[config.mk]
export PLATFORM = sky130hd
export DESIGN_NAME = uart_rx_byte_flat
export DESIGN_NICKNAME = d
export VERILOG_FILES = /design/src/rtl/uart_rx_if.sv /design/src/rtl/uart_rx_byte.sv /design/src/flat_wrapper.sv
export SDC_FILE = /design/constraint.sdc
export NUM_CORES = 1
export LEC_CHECK = 0
export CAP_MARGIN = 20
export CORE_ASPECT_RATIO = 0.7
export CORE_UTILIZATION = 49
export DETAILED_ROUTE_END_ITERATION = 12
export DONT_BUFFER_PORTS = 1
export PLACE_DENSITY = 0.66
export SLEW_MARGIN = 10
export SYNTH_ARGS = -nofsm -noshare
export SYNTH_HDL_FRONTEND = slang
export SYNTH_SLANG_ARGS = --single-unit
[constraint.sdc]
create_clock -name clk -period 2.4 [get_ports clk]
set_input_delay 0.48 -clock clk [delete_from_list [all_inputs] [get_ports clk]]
set_output_delay 0.48 -clock clk [all_outputs]
set_load 0.02 [all_outputs]
[src/rtl/uart_rx_if.sv]
// Receive-side UART bundle: serial pin in, byte/strobe outputs toward the command parser.
interface uart_rx_if;
    logic       rx;
    logic [7:0] rx_data;
    logic       rx_valid;
    logic       frame_err;
    logic       rx_busy;

    modport master (
        output rx,
        input  rx_data,
        input  rx_valid,
        input  frame_err,
        input  rx_busy
    );

    modport slave (
        input  rx,
        output rx_data,
        output rx_valid,
        output frame_err,
        output rx_busy
    );
endinterface

[src/rtl/uart_rx_byte.sv]
// 8N1 UART receiver: 2-flop sync, oversampled bit timing, 3-sample majority vote,
// one-cycle byte-valid and framing-error strobes.
module uart_rx_byte #(
    parameter int unsigned CLK_FREQ   = 100_000_000,
    parameter int unsigned BAUD       = 9600,
    parameter int unsigned OVERSAMPLE = 16
) (
    input logic    clk,
    input logic    rst,
    uart_rx_if.slave bus
);
    localparam int unsigned DIV = CLK_FREQ / (BAUD * OVERSAMPLE);
    localparam int unsigned CW  = (DIV > 1) ? $clog2(DIV) : 1;
    localparam int unsigned SW  = $clog2(OVERSAMPLE);

    localparam logic [CW-1:0] CntLast = CW'(DIV - 1);
    localparam logic [SW-1:0] SLast   = SW'(OVERSAMPLE - 1);
    localparam logic [SW-1:0] SMidLo  = SW'(OVERSAMPLE / 2 - 1);
    localparam logic [SW-1:0] SMid    = SW'(OVERSAMPLE / 2);
    localparam logic [SW-1:0] SMidHi  = SW'(OVERSAMPLE / 2 + 1);

    typedef enum logic [2:0] {StIdle, StStart, StData, StStop, StWaitHi} state_e;

    state_e          state_q, state_d;
    logic [1:0]      sync_q;
    logic            rx_s;
    logic [CW-1:0]   cnt_q;
    logic            tick;
    logic [SW-1:0]   s_q, s_d;
    logic [2:0]      smp_q;
    logic            smp_last;
    logic            vote;
    logic [2:0]      idx_q;
    logic [7:0]      shreg_q;
    logic [7:0]      data_q;
    logic            valid_q;
    logic            ferr_q;
    logic            shift_en;
    logic            accept;
    logic            reject;

    assign rx_s = sync_q[1];
    assign tick = (cnt_q == CntLast);

    // The third stop-bit sample is taken on the very tick the decision is made.
    assign smp_last = (s_q == SMidHi) ? rx_s : smp_q[2];
    assign vote     = (smp_q[0] & smp_q[1]) | (smp_q[0] & smp_last) | (smp_q[1] & smp_last);

    always_ff @(posedge clk) begin
        if (rst) begin
            sync_q <= 2'b11;
            cnt_q  <= '0;
        end else begin
            sync_q <= {sync_q[0], bus.rx};
            cnt_q  <= tick ? '0 : cnt_q + 1'b1;
        end
    end

    always_ff @(posedge clk) begin
        if (rst) begin
            state_q <= StIdle;
        end else begin
            state_q <= state_d;
        end
    end

    always_comb begin
        state_d = state_q;
        unique case (state_q)
            StIdle:   if (!rx_s) state_d = StStart;
            StStart:  if (tick && s_q == SLast) state_d = vote ? StIdle : StData;
            StData:   if (tick && s_q == SLast && idx_q == 3'd7) state_d = StStop;
            StStop:   if (tick && s_q == SMidHi) state_d = vote ? StIdle : StWaitHi;
            StWaitHi: if (tick && s_q == SLast && rx_s) state_d = StIdle;
            default:  state_d = StIdle;
        endcase
    end

    always_comb begin
        bus.rx_busy = (state_q != StIdle);
        shift_en    = (state_q == StData) && tick && (s_q == SLast);
        accept      = (state_q == StStop) && tick && (s_q == SMidHi) && vote;
        reject      = (state_q == StStop) && tick && (s_q == SMidHi) && !vote;
    end

    // In WAIT_HI the sample counter doubles as the contiguous-high tick count.
    always_comb begin
        s_d = s_q;
        if (state_d != state_q || state_q == StIdle) begin
            s_d = '0;
        end else if (state_q == StWaitHi && !rx_s) begin
            s_d = '0;
        end else if (tick) begin
            s_d = s_q + 1'b1;
        end
    end

    always_ff @(posedge clk) begin
        if (rst) begin
            s_q     <= '0;
            smp_q   <= 3'b111;
            idx_q   <= '0;
            shreg_q <= '0;
            data_q  <= '0;
            valid_q <= 1'b0;
            ferr_q  <= 1'b0;
        end else begin
            s_q <= s_d;
            if (tick && state_q != StIdle) begin
                if (s_q == SMidLo) smp_q[0] <= rx_s;
                if (s_q == SMid)   smp_q[1] <= rx_s;
                if (s_q == SMidHi) smp_q[2] <= rx_s;
            end
            if (state_q != StData) begin
                idx_q <= '0;
            end else if (shift_en) begin
                idx_q <= idx_q + 1'b1;
            end
            if (shift_en) shreg_q <= {vote, shreg_q[7:1]};
            if (accept)   data_q  <= shreg_q;
            valid_q <= accept;
            ferr_q  <= reject;
        end
    end

    assign bus.rx_data   = data_q;
    assign bus.rx_valid  = valid_q;
    assign bus.frame_err = ferr_q;

endmodule

[src/flat_wrapper.sv]
// flat-port wrapper written by rule: the top's interface ports become plain ports
module uart_rx_byte_flat 
#(
    parameter int unsigned CLK_FREQ   = 100_000_000,
    parameter int unsigned BAUD       = 9600,
    parameter int unsigned OVERSAMPLE = 16
)
  (clk, rst, bus_rx, bus_rx_data, bus_rx_valid, bus_frame_err, bus_rx_busy);
  uart_rx_if bus_i ();
  input logic clk;
  input logic rst;
  input wire logic [$bits(bus_i.rx)-1:0] bus_rx;
  output wire logic [$bits(bus_i.rx_data)-1:0] bus_rx_data;
  output wire logic [$bits(bus_i.rx_valid)-1:0] bus_rx_valid;
  output wire logic [$bits(bus_i.frame_err)-1:0] bus_frame_err;
  output wire logic [$bits(bus_i.rx_busy)-1:0] bus_rx_busy;
  assign bus_i.rx = bus_rx;
  assign bus_rx_data = bus_i.rx_data;
  assign bus_rx_valid = bus_i.rx_valid;
  assign bus_frame_err = bus_i.frame_err;
  assign bus_rx_busy = bus_i.rx_busy;
  uart_rx_byte #(.CLK_FREQ(CLK_FREQ), .BAUD(BAUD), .OVERSAMPLE(OVERSAMPLE)) u_core (.clk(clk), .rst(rst), .bus(bus_i));
endmodule
# ---- Word-level counts from Yosys, hierarchy flattened
# Index checks and enable logic that the tools add are counted.
dict set report word_totals {
  reg_bits 43
  out_inout_bits 11
}
dict set report classes {
  addsub 3
  n_eq_ne 12
  n_mux 9
  n_bitwise 5
  reduce_logical 22
}
# operator count
set op_table {}
lappend op_table {{$mux 3} 6}
lappend op_table {{$pmux 3 s5} 1}
lappend op_table {{$eq 4x4->1 const B} 3}
lappend op_table {{$logic_and 1x1->1} 12}
lappend op_table {{$add 10x1->10 const B} 1}
lappend op_table {{$eq 10x10->1 const B} 1}
lappend op_table {{$eq 3x2->1 const B} 2}
lappend op_table {{$eq 3x3->1 const B} 2}
lappend op_table {{$add 4x1->4 const B} 1}
lappend op_table {{$eq 4x3->1 const B} 1}
lappend op_table {{$reduce_and 2->1} 2}
lappend op_table {{$reduce_or 2->1} 2}
lappend op_table {{$add 3x1->3 const B} 1}
lappend op_table {{$and 1x1->1} 3}
lappend op_table {{$eq 3x1->1 const B} 1}
lappend op_table {{$logic_not 3->1} 1}
lappend op_table {{$ne 3x2->1 const B} 1}
lappend op_table {{$ne 3x3->1} 1}
lappend op_table {{$reduce_bool 3->1} 1}
lappend op_table {{$reduce_or 3->1} 1}
lappend op_table {{$logic_not 1->1} 2}
lappend op_table {{$mux 2} 1}
lappend op_table {{$or 1x1->1} 2}
lappend op_table {{$logic_or 1x1->1} 1}
lappend op_table {{$mux 1} 1}

# ---- Depth between registers and ports, before layout
dict set report logic_depth {
  word_depth 11
  mapped_depth 8
}

# ---- Least setup slack after synthesis
# Ideal clock, no wire load.
dict set report synth_path {
  path_kind {reg-to-reg}
  start {reg u_core.cnt_q[0]}
  end {reg u_core.shreg_q[0]}
  arrival_ns 1.876
  required_ns 2.274
  setup_slack_ns 0.398
  path_stages_with_launch 9
  n_path_buf 1
  period_less_slack_ns 2.002
  cell_sequence {dfxtp_1 inv_1 ha_1 or2b_4 nor4_4 nor3b_2 buf_6 mux2i_1 nor2_1}
}
dict set report synth_between {
  elab_chain_len 3
}
# element line_no
set synth_rtl {}
lappend synth_rtl {{from (decl)} uart_rx_byte.sv:27} ;# logic [CW-1:0] cnt_q;
lappend synth_rtl {{from (signal assigned)} uart_rx_byte.sv:55} ;# cnt_q <= tick ? '0 : cnt_q + 1'b1;
lappend synth_rtl {{$eq 10x10->1} uart_rx_byte.sv:43} ;# assign tick = (cnt_q == CntLast);
lappend synth_rtl {{$logic_and 1x1->1 (2 in series)} uart_rx_byte.sv:81} ;# shift_en = (state_q == StData) && tick && (s_q == SLast);
lappend synth_rtl {{to (signal assigned)} uart_rx_byte.sv:119} ;# if (shift_en) shreg_q <= {vote, shreg_q[7:1]};
lappend synth_rtl {{to (decl)} uart_rx_byte.sv:34} ;# logic [7:0] shreg_q;
# Every way passes these cells.
# A chain may end at the register's enable or synchronous reset.

# ---- Final worst setup path
dict set report layout_path {
  start {reg u_core.s_q[0]}
  end {reg u_core.state_q[2]}
}
dict set report layout_between {
  elab_chain_len 8
  word_cells_on_any_way 17
  cone_classes {2 x eq/ne; 7 x mux; 4 x bitwise; 4 x reduce/logical}
}
# element line_no
set layout_rtl {}
lappend layout_rtl {{from (decl)} uart_rx_byte.sv:29} ;# logic [SW-1:0] s_q, s_d;
lappend layout_rtl {{from (signal assigned)} uart_rx_byte.sv:100} ;# s_q <= '0;
lappend layout_rtl {{from (signal assigned)} uart_rx_byte.sv:108} ;# s_q <= s_d;
lappend layout_rtl {{$eq 4x4->1} {uart_rx_byte.sv:46, uart_rx_byte.sv:73}}
lappend layout_rtl {{$mux 1} uart_rx_byte.sv:46} ;# assign smp_last = (s_q == SMidHi) ? rx_s : smp_q[2];
lappend layout_rtl {{$and 1x1->1} uart_rx_byte.sv:47} ;# assign vote = (smp_q[0] & smp_q[1]) | (smp_q[0] & smp_last) | (smp_q[1] & smp_last);
lappend layout_rtl {{$or 1x1->1 (2 in series)} uart_rx_byte.sv:47}
lappend layout_rtl {{$mux 3 (2 in series)} uart_rx_byte.sv:73} ;# StStop: if (tick && s_q == SMidHi) state_d = vote ? StIdle : StWaitHi;
lappend layout_rtl {{$pmux 3 s5 *} uart_rx_byte.sv:69} ;# unique case (state_q)
lappend layout_rtl {{to (signal assigned)} uart_rx_byte.sv:61} ;# state_q <= StIdle;
lappend layout_rtl {{to (signal assigned)} uart_rx_byte.sv:63} ;# state_q <= state_d;
lappend layout_rtl {{to (decl)} uart_rx_byte.sv:24} ;# state_e state_q, state_d;
# Every way passes the cells marked *; elsewhere a longest branch is shown, timed or not.

==> results by group <==
Drt
  • DRT iter0 DRCs: 62
  • Final WL: roughly 3.4 mm
  • Via Count: 1354
  • Final ANT Viol Nets: 0
  • DRC: 0
  • Wire per inst: approximately 13 um
  • Total iterations of the first detailed-routing run: 4
  • Vias per std cell: ~5.3

Pwr
  • Total power draw: 1.23 mW
  • Pwr dens: 596 nW/um^2
  • Worst vdd ir: roughly 0.33 mV
  • Leak pwr: 0.730 nW

Worst setup path
  • Worst path arrival time: ~2.4 ns
  • CP Cell Sequence: ha_1, and3b_1, mux2_1, maj3_1, nor3_1, a41o_1
  • R2R Path End: u_core.state_q[2]$_SDFF_PP0_
  • Critical-path top delay cell: dfxtp_1
  • Crit. End Element: flop
  • Crit Path Category: flop to flop
  • Crit-path leading delay family: simple AND/OR/NAND/NOR gates
  • FF-to-FF path depth: 6
  • Startpoint Class: flop
  • CP max FO: 5
  • Critical R2R Launch: u_core.s_q[0]$_SDFFE_PP0N_
  • CP required: approximately 2.6 ns
  • WP buf/inv: 0
  • R2R Setup Slk: roughly 0.29 ns
  • CP peak stage delay: 0.43 ns

Global route
  • Initial antenna violation count: 0
  • Largest net degree at the start of global routing: 22
  • Vias in the first global route: approximately 1200
  • Grt total ovfl: 0
  • First-pass GRT wire length: a little under 6 mm
  • Grt met1 use: 0.241
  • Busiest grt layer: met2
  • Gr usage total: 0.182
  • Met2 GRT Util: 0.280
  • Met3 Use GR: 0.0583

Logic synthesis
  • Register bit total from synthesis: 43
  • Most frequent cell after synthesis: dfxtp_1
  • Synth Flop Type: dfxtp_1
  • Synth Instances: 205
  • Post-synth top area cell: dfxtp_1
  • Syn nets: approximately 220
  • Sequential cell area fraction in the yosys report: 0.440
  • Top cells by area, synth: dfxtp_1 44%, mux2i_1 10%, nor2_1 6.1%
  • Top post-synthesis cells by count: 43 x dfxtp_1, 32 x nor2_1, 23 x nand2_1
  • Asr flop ratio synth: 0
  • Post-synth EDFFs: 0
  • Share of the synthesized area in the top cell type: 0.440
  • Average size of a mapped cell: about 9.5 sq um
  • Yosys cell types: between 40 and 50
  • Mapped Area: 1960 sq um
  • Ys Warns: 0

Clocking
  • Count of clock tree sinks: 43
  • PostCTS Resize Cnt: 0
  • TritonCTS Buffers: 5
  • Post-CTS Hold Fix Bufs: 0
  • CTS clk-pin slew, worst paths: 0.09 ns
  • Root buffer cell: clkbuf_8
  • Worst skew pair latency: about 0.3 ns
  • Setup bufs post-CTS: 0
  • Worst-case clock buffer depth: 2
  • CTS tree: yes
  • Number of H-tree levels: 2

Timing
  • Endpoints failing hold: 0
  • Setup TNS: 0 ns
  • Post-route minimum period: 2.11 ns
  • Final slew viol count: 0
  • Worst-Margin Slew: around 0.58 ns
  • Worst Hold Slack: 0.244 ns
  • F_max: 474 MHz
  • Final setup margin: 0.289 ns
  • Worst Skew: roughly 0.013 ns
  • Setup violators final: 0
  • Rel. slew slack: 0.608
  • RSZ-0062 raised after global routing: false
  • Final period utilization: 0.880

Die
  • Site row count: 18
  • Die Y: 54.9 um
  • Initial Util: 0.533
  • Die W: 77.5 um
  • Die area: 4250 sq um
  • Placeable core area: around 3700 sq um
  • Ports: 14

Min path
  • Worst hold path class: input port to flop
  • Hold path start: rst
  • WHS Path Cells: 1
  • Endpoint, Worst Hold: u_core.shreg_q[4]$_SDFFE_PP0P_

Place
  • Setup slack after placement: around 0.32 ns
  • DP HPWL: between 2 and 3 mm
  • Port-buffer cells: 0
  • Final RePlAce weighted congestion: approximately 0.81
  • Post-DP Area: between 1500 and 2000 sq um

Layout
  • ANT cells: 0
  • Share of cells above drive strength 1: 0.126
  • FILL cells: 320
  • Fin area: between 2000 and 2500 sq um
  • Area growth, synth to finish: 5.75%
  • Post-layout nets: about 220

Job
  • Max-cap viol count: 0

Status
  • Outcome: completed
report_power, final:
part,internal [mW],leakage (nW),total [mW],switching [mW]
logic,0.0136,0.342,0.0344,0.0208
clock network,0.208,0.0408,0.470,0.262
registers,0.720,0.348,0.728,0.00892
total,0.941,0.730,1.23,0.292
how the worst max path moves through the flow:
| stage | slack (ns) | startpoint | endpoint | cells past startpoint |
|---|---|---|---|---|
| 6_report | 0.29 | u_core.s_q[0]$_SDFFE_PP0N_ | u_core.state_q[2]$_SDFF_PP0_ | 6 |
| 5_1_grt | 0.15 | u_core.s_q[0]$_SDFFE_PP0N_ | u_core.state_q[2]$_SDFF_PP0_ | 6 |
| 4_1_cts | 0.30 | u_core.s_q[0]$_SDFFE_PP0N_ | u_core.state_q[2]$_SDFF_PP0_ | 6 |
| 3_5_place_dp | 0.32 | u_core.cnt_q[0]$_SDFF_PP0_ | u_core.shreg_q[6]$_SDFFE_PP0P_ | 8 |
| 3_3_place_gp | 0.37 | u_core.s_q[0]$_SDFFE_PP0N_ | u_core.state_q[2]$_SDFF_PP0_ | 6 |
| 2_1_floorplan | 0.40 | u_core.cnt_q[0]$_SDFF_PP0_ | u_core.shreg_q[0]$_SDFFE_PP0P_ | 8 |
sequential cells by signal, indices dropped and copies added (netlist names):
| register | cells |
|---|---|
| u_core.cnt_q | 10 |
| u_core.bus.rx_data | 8 |
| u_core.shreg_q | 8 |
| u_core.s_q | 4 |
| u_core.idx_q | 3 |
| u_core.smp_q | 3 |
| u_core.state_q | 3 |
| u_core.sync_q | 2 |
| u_core.bus.frame_err | 1 |
| u_core.bus.rx_valid | 1 |
cell families after synthesis:
group                      count (synthesis)  share of synthesized area
muxes                                     22                      0.114
xor gates and xnor gates                  12                     0.0537
AOI/OAI and AO/OA                         12                     0.0448
buffers and inverters                     16                     0.0448
and+or+nand+nor                           91                      0.248
adders and majority gates                  9                     0.0550
DFF                                       43                      0.440
metrics by stage:
stage                     cells  utilization
after global routing        257        0.564
after floorplan             205            -
final                       257        0.564
after global placement      249        0.539
after detailed placement    249        0.539
after CTS                   257        0.564
final cells by class:
cell class | instances | area (sq um) | share of cell area
flip-flops and latches | 43 | 861 | 0.416
multi-input cells | 146 | 1010 | 0.487
repair buffers | 2 | 15.0 | 0.00726
clock inverters | 3 | 23.8 | 0.0115
clock buffers | 5 | 68.8 | 0.0333
well taps | 50 | 62.6 | 0.0302
inverters | 8 | 30.0 | 0.0145
per-layer routing:
| metal | vias up | share of wire |
|---|---|---|
| li1 | 695 | - |
| met1 | 631 | 0.53 |
| met2 | 22 | 0.42 |
| met3 | 6 | 0.044 |
| met4 | 0 | 0.0075 |
| met5 | - | 0 |
cell usage in the layout (no fill, tap or decap), types with 2 or more instances in the layout:
master | Yosys | layout
nand4_1 | 3 | 3
or3_1 | 2 | 2
a31oi_1 | 2 | 2
or2_2 | 3 | 3
a21oi_1 | 3 | 3
xnor2_1 | 7 | 7
mux2i_1 | 20 | 20
nor3_1 | 5 | 5
nand2_1 | 23 | 23
nand3_1 | 5 | 5
ha_1 | 7 | 7
maj3_1 | 2 | 2
nor2_1 | 32 | 32
dfxtp_1 | 43 | 43
and3_1 | 3 | 3
clkbuf_8 | 0 | 5
inv_1 | 8 | 8
xor2_1 | 5 | 5
buf_4 | 0 | 2
clkinvlp_4 | 0 | 2
(Power assumes the default switching activity.)
